<file path="src/rtl/logic_unit_seq.sv">
// Registered WIDTH-bit logic unit: single-cycle bitwise ops plus serial
// (one bit per cycle) SHL/SHR/ROL, valid/ready on both sides, zero/err flags.
module logic_unit_seq #(
    parameter int WIDTH = 8,
    parameter int SHW   = $clog2(WIDTH)
) (
    input  logic             clk,
    input  logic             rst_n,
    input  logic             in_valid,
    output logic             in_ready,
    input  logic [WIDTH-1:0] a,
    input  logic [WIDTH-1:0] b,
    input  logic [2:0]       opsel,
    output logic             out_valid,
    input  logic             out_ready,
    output logic [WIDTH-1:0] out,
    output logic             zero,
    output logic             err,
    output logic             busy
);

    typedef enum logic {IDLE, SHIFT} state_t;

    state_t           state;
    state_t           state_next;
    logic [WIDTH-1:0] work;
    logic [SHW-1:0]   cnt;
    logic [1:0]       kind;

    logic [SHW-1:0]   amt;
    logic             is_shift;
    logic             accept;
    logic             start_shift;
    logic             last_step;
    logic [WIDTH-1:0] imm_res;
    logic             imm_err;
    logic [WIDTH-1:0] work_next;

    // One serial step: kind is opsel[1:0] of the shift op (00 SHL, 01 SHR, 10 ROL).
    function automatic logic [WIDTH-1:0] step1(input logic [1:0] k, input logic [WIDTH-1:0] w);
        case (k)
            2'b00:   step1 = w << 1;
            2'b01:   step1 = w >> 1;
            default: step1 = {w[WIDTH-2:0], w[WIDTH-1]};
        endcase
    endfunction

    assign amt         = b[SHW-1:0];
    assign is_shift    = opsel[2] && (opsel[1:0] != 2'b11);
    assign in_ready    = rst_n && (state == IDLE) && (!out_valid || out_ready);
    assign accept      = in_valid && in_ready;
    assign start_shift = accept && is_shift && (amt != '0);
    assign last_step   = (cnt == SHW'(1));
    assign busy        = (state == SHIFT);
    assign work_next   = step1(kind, work);

    // A shift by zero falls through here and returns a unchanged.
    always_comb begin
        imm_res = '0;
        imm_err = 1'b0;
        case (opsel)
            3'b000:  imm_res = a & b;
            3'b001:  imm_res = a | b;
            3'b010:  imm_res = a ^ b;
            3'b011:  imm_res = ~a;
            3'b100,
            3'b101,
            3'b110:  imm_res = a;
            default: imm_err = 1'b1;
        endcase
    end

    always_comb begin
        state_next = state;
        case (state)
            IDLE:    if (start_shift) state_next = SHIFT;
            SHIFT:   if (last_step)   state_next = IDLE;
            default: state_next = IDLE;
        endcase
    end

    always_ff @(posedge clk or negedge rst_n) begin
        if (!rst_n) begin
            state <= IDLE;
        end else begin
            state <= state_next;
        end
    end

    always_ff @(posedge clk or negedge rst_n) begin
        if (!rst_n) begin
            out_valid <= 1'b0;
            out       <= '0;
            zero      <= 1'b0;
            err       <= 1'b0;
            work      <= '0;
            cnt       <= '0;
            kind      <= '0;
        end else if (state == IDLE) begin
            if (start_shift) begin
                work      <= a;
                cnt       <= amt;
                kind      <= opsel[1:0];
                out_valid <= 1'b0;
            end else if (accept) begin
                out       <= imm_res;
                zero      <= (imm_res == '0);
                err       <= imm_err;
                out_valid <= 1'b1;
            end else if (out_valid && out_ready) begin
                out_valid <= 1'b0;
            end
        end else begin
            work <= work_next;
            cnt  <= cnt - SHW'(1);
            if (last_step) begin
                out       <= work_next;
                zero      <= (work_next == '0);
                err       <= 1'b0;
                out_valid <= 1'b1;
            end
        end
    end

endmodule

</file>
<file path="config.mk">
export PLATFORM = sky130hd
export DESIGN_NAME = logic_unit_seq
export DESIGN_NICKNAME = d
export VERILOG_FILES = /design/src/rtl/logic_unit_seq.sv
export SDC_FILE = /design/constraint.sdc
export NUM_CORES = 1
export LEC_CHECK = 0
export ABC_AREA = 0
export BUFFER_PORTS_ARGS = -buffer_cell sky130_fd_sc_hd__buf_2
export CAP_MARGIN = 30
export CORE_UTILIZATION = 56
export DETAILED_ROUTE_END_ITERATION = 8
export PLACE_DENSITY = 0.8
export SLEW_MARGIN = 20
export SYNTH_ARGS = -nofsm -noshare
export SYNTH_HDL_FRONTEND = slang
export SYNTH_SLANG_ARGS = --single-unit
</file>
<file path="constraint.sdc">
create_clock -name clk -period 2.1 [get_ports clk]
set_input_delay 0 -clock clk [delete_from_list [all_inputs] [get_ports clk]]
set_output_delay 0 -clock clk [all_outputs]
set_load 0.01 [all_outputs]
</file>
After elaboration in Yosys (flattened, before gate mapping)
Index checks and enable logic that the tools add are counted.
Word-level totals
  register bits after elaboration: 25
  input bits: 23
  output and inout port bits: 13
  logic and storage cells: 74
Operators by class
  add/sub/neg operators: 1
  equality and inequality tests: 11
  muxes and demuxes: 27
  bitwise logic cells: 5
  reduce and logical (&&, ||, !) cells: 22
Operators by type and width (count)
  2-to-1 mux 8 bit: 6
  one-hot mux 8 bit (5 select lines): 1
  logical NOT 8 bit: 2
  2-to-1 mux 1 bit: 16
  one-hot mux 8 bit (2 select lines): 1
  equality test 3 bit (second input constant): 3
  AND 8 bit: 1
  inverter 8 bit: 1
  bitwise OR 8 bit: 1
  XOR 8 bit: 1
  logical AND 1 bit: 7
  OR reduction 7 bit: 1
  equality test 3 x 1 -> 1 bit (second input constant): 2
  equality test 3 x 2 -> 1 bit (second input constant): 2
  2-to-1 mux 3 bit: 2
  inequality test 2 bit (second input constant): 2
  AND reduction 2 bit: 2
  nonzero test 2 bit: 2
  nonzero test 4 bit: 1
  logical NOT 3 bit: 1
  AND reduction 3 bit: 1
  nonzero test 3 bit: 1
  OR reduction 3 bit: 1
  subtractor 3 x 1 -> 3 bit (second input constant): 1
  other kinds (7): 7

Logic depth before layout (Yosys ltp)
  depth after elaboration: 8
  gate-level depth with buffers: 9
  gate-level depth less buffers: 8

Worst setup path before layout
Ideal clock, no wire load.
  path kind: reg2reg
  start: reg state, in the netlist busy
  end: reg err
  library setup time: 0.125 ns
  data arrival time: 1.686 ns
  data required time: 1.975 ns
  path slack: 0.289 ns
  stages on the path, launching flop included: 8
  path buffers: 2
  period minus slack after synthesis: 1.811 ns
  path through: dfrtp_1 -> buf_4 -> inv_2 -> and3_4 -> and3_1 -> buf_6 -> a211oi_4 -> mux2_2
Between the ends
  longest elaborated chain between the ends: 8
  elaborated cells between the ends (all ways): 11
  classes of those cells: eq/ne: 2; mux: 1; bitwise: 1; reduce/logical: 7
Ends and longest elaborated chain
  start: declaration: line 24  | state_t state;
  start signal: assignment: line 86  | state <= state_next;
  inverter 1 bit (no source line) (*)
  logical AND 1 bit (*) (2 in a row): line 50  | assign in_ready = rst_n && (state == IDLE) && (!out_valid || out_ready);
  via in_ready: line 10  | output logic in_ready,
  logical AND 1 bit (*): line 51  | assign accept = in_valid && in_ready;
  logical AND 1 bit (2 in a row): line 52  | assign start_shift = accept && is_shift && (amt != '0);
  inequality test 2 bit (no source line)
  AND reduction 3 bit (no source line) (*)
  end signal: assignment: line 108  | err <= imm_err;
  end: declaration: line 18  | output logic err,
The timed path passes the listed nets; every way through them passes the cells marked *.
A chain may end at the register's enable or synchronous reset.

Final worst setup path
  start: in a[6]
  end: reg zero
Between the ends
  longest elaborated chain between the ends: 6
  elaborated cells between the ends (all ways): 9
  classes of those cells: mux: 4; bitwise: 4; reduce/logical: 1
Ends and longest elaborated chain
  start: declaration: line 11  | input logic [WIDTH-1:0] a,
  XOR 8 bit, or another cell as far along: line 64  | 3'b010: imm_res = a ^ b;
  one-hot mux 8 bit (5 select lines) (*): line 61  | case (opsel)
  logical NOT 8 bit (*): line 107  | zero <= (imm_res == '0);
  2-to-1 mux 1 bit (*): line 105  | end else if (accept) begin
  2-to-1 mux 1 bit (*): line 100  | if (start_shift) begin
  2-to-1 mux 1 bit (*): line 99  | end else if (state == IDLE) begin
  end signal: assignment: line 107
  end signal: assignment: line 118  | zero <= (work_next == '0);
  end: declaration: line 17  | output logic zero,
Mark *: on every way between the ends. The rest lies on a longest branch, timed or not. The select of a mux whose other input is x is not followed.

==> summary.txt <==
Outcome
  • Outcome: completed

Final layout
  • Fill cells: 262
  • Number of diodes: 0
  • Commonest non-fill, non-tap cells in the layout: 35 x buf_2, 25 x dfrtp_1, 22 x nand2_1
  • Multi-input logic area: 1157 sq um
  • Nets: around 300
  • Share of cells above drive strength 1: between 20% and 30%
  • Final instance area: about 2300 sq um
  • Area Overhead vs Synth: 17.69%
  • Reg area: about 630 sq um
  • Commonest non-fill, non-tap cell in the layout: buf_2

Power
  • Reg power frac: a little under two fifths
  • Worst IR Drop VDD: 0.7120 mV
  • Part of the power in combinational logic: ~53%
  • Clock power frac: under 10%
  • LEAKAGE: ~1.1 nW
  • Power Density: between 1000 and 1500 nW/um^2
  • P_sw: about 0.96 mW
  • Switching Share: 41.93%
  • P_int: about 1.3 mW

Clock network
  • Worst-path clk slew: between 0.1 and 0.15 ns
  • Postcts setup bufs: 0
  • # clock sinks: 25
  • CTS H-tree depth: 1
  • CTS tree: yes
  • Max Root-Sink Buffers: 2
  • CTS Buf Count: 3
  • Clock Latency Late Sink: between 0.3 and 0.4 ns
  • CTS Root Cell: clkbuf_4

Yosys
  • Post-synth cell types: 47
  • Async set-reset flop share out of synthesis: 100.0%
  • Syn avg cell area: slightly below 9 sq um
  • Yosys reg bits: 25
  • Cells after synthesis: 221
  • Register area share after synthesis: 32.28%
  • YS warnings: 0
  • Mapped cell area: 1938 sq um
  • Nets in the synthesized netlist: about 260
  • Main synth FF type: dfrtp_1
  • Post-synth EDFFs: 0

Floorplan
  • Io pins: 36
  • Die Ht: about 61 um
  • Core Region: 3178 sq um
  • Die area: approximately 3700 sq um
  • Site Rows: 20
  • Initial Util: 60.98%
  • Die width: between 60 and 70 um

Global routing
  • GRT Total Usage: 27.25%
  • First-pass GRT wire length: 7396 um
  • Vias in the first global route: between 1500 and 2000
  • Largest net degree at the start of global routing: 26
  • GRT overflow: 0
  • Initial antenna violation count: 0

Drt
  • Vias: around 1800
  • Total Wirelength: 4526 um
  • DR iter-0 viols: 101
  • Wire per inst: 14.65 um
  • Via-per-instance ratio: roughly 5.8
  • Initial DRT Pass Iterations: 4
  • Antenna Nets Post-Route: 0
  • Remaining DRCs: 0

Setup path
  • Buf/Inv on CP: 3
  • Worst path slowest cell: dlygate4sd3_1
  • CP delay by family, top: compound AO/OA/AOI/OAI gates
  • Crit. End Element: flip-flop
  • Critical path cell sequence: dlygate4sd3_1 -> buf_2 -> inv_1 -> ha_1 -> a211o_1 -> a21oi_1 -> a221oi_1 -> a2111oi_2 -> nand4_1 -> a31oi_1
  • Required @ worst endpoint: ~2.4 ns
  • WP data arrival: between 2 and 2.5 ns
  • CP max FO: 5
  • Crit Path Class: in -> reg
  • Worst setup SP type: primary input
  • Slowest stage delay, CP: approximately 0.53 ns

Timing
  • Max-Slew Margin vs Limit: ~66%
  • Setup violators final: 0
  • Clock skew: a little under 0.01 ns
  • Max-slew violations: 0
  • Setup TNS: 0 ns
  • Worst-Margin Slew: approximately 0.5 ns
  • Final period utilization: between 90% and 100%
  • WHS: about 0.013 ns
  • Final hold vios: 0
  • Post-layout min period: ~2.0 ns
  • F_max: around 500 MHz
  • RSZ-0062 raised after global routing: no

Placed design
  • Gp weighted congestion: approximately 0.93
  • Post-DP Area: 2138 sq um
  • IO buf count: 35
  • Post-DP HPWL: approximately 3400 um

Min path
  • Worst hold path type: in -> reg

Flow run
  • Max cap viols: 0
## power by group through the flow
stage	sequential (mW)	combinational (mW)	clock [mW]
after floorplan	0.894	0.815	0
after global placement	0.874	1.15	0
after detailed placement	0.878	1.18	0
after CTS	0.870	1.20	0.216
after global routing	0.901	1.34	0.236
final	0.871	1.20	0.215
## registers in the layout, indices dropped and copies added, names as in the netlist
name / flops
err: 1
out: 8
zero: 1
out_valid: 1
cnt: 3
busy: 1
work: 8
kind: 2
## synth_stat cells, types with 2 or more instances
cell | instances | share of area [%]
buf_4 | 3 | 1.2
nand2b_1 | 7 | 2.3
a221oi_1 | 2 | 0.90
buf_6 | 2 | 1.2
a211oi_1 | 4 | 1.5
o21bai_1 | 2 | 0.77
inv_2 | 2 | 0.39
dfrtp_1 | 25 | 32
o21a_1 | 2 | 0.77
a21o_1 | 3 | 1.2
o21ai_0 | 7 | 1.8
a22oi_1 | 3 | 1.2
mux2i_1 | 5 | 2.6
o211ai_1 | 2 | 0.77
nand2_1 | 22 | 4.3
nor2b_1 | 4 | 1.3
mux2_2 | 7 | 4.1
a221o_1 | 9 | 4.6
a31oi_1 | 5 | 1.6
nand3_1 | 3 | 0.77
nor3_1 | 6 | 1.5
a21oi_1 | 12 | 3.1
nor2_1 | 17 | 3.3
clkbuf_1 | 4 | 0.77
inv_1 | 21 | 4.1
buf_2 | 3 | 0.77
ha_1 | 18 | 12
a311oi_1 | 2 | 0.90
## metrics by stage
step	cells	util, %	power (mW)	setup slack, ns
after CTS	309	71.57	2.284	0.08170
final	309	71.77	2.285	0.1449
after global routing	309	71.77	2.473	0.07996
after floorplan	221	-	1.709	0.2888
after global placement	294	67.28	2.025	0.1428
after detailed placement	294	67.28	2.053	0.2939
## final cells by class
class,count,share of cell area [%]
Tap cell,44,2.414
Inverter,23,3.785
Timing Repair Buffer,52,14.48
Clock buffer,4,1.152
Multi-Input combinational cell,161,50.74
Sequential cell,25,27.43
## routing by layer
metal / track usage [%] / vias up / routed length (um) / share of wire [%]
met1: 35.02 / 834 / 1942 / 43
met3: 5.757 / 10 / 266 / 5.9
met5: 0 / - / 0 / 0
met2: 46.94 / 69 / 2244 / 50
met4: 6.494 / 0 / 73 / 1.6
li1: - / 876 / - / -
## final timing paths
path	cells past startpoint	slack, ns	startpoint	to
hold reg to reg	1	0.52	out[0]	out[0]
min in group asynchronous	3	0.25	rst_n	work[5]
setup reg to reg	6	0.29	busy	out[6]
max in group asynchronous	3	1.60	rst_n	out_valid
setup / recovery	10	0.14	a[6]	zero
hold / removal	2	0.01	a[0]	work[0]
## logic make-up after synthesis
family          synth area share (%)
simple gates                   16.79
xor+xnor                      0.4520
compound gates                 23.89
flops                          32.28
buf+inv                        8.328
mux                            6.650
fa+ha+maj                      11.62
## timing repair
action                                 in CTS  in global routing
setup endpoints to repair                   0                  1
gates resized for setup                     0                  2
hold buffers                               11                  0
endpoints found under the hold margin      35                  0
Note: power is estimated with default switching activity, not from simulation.
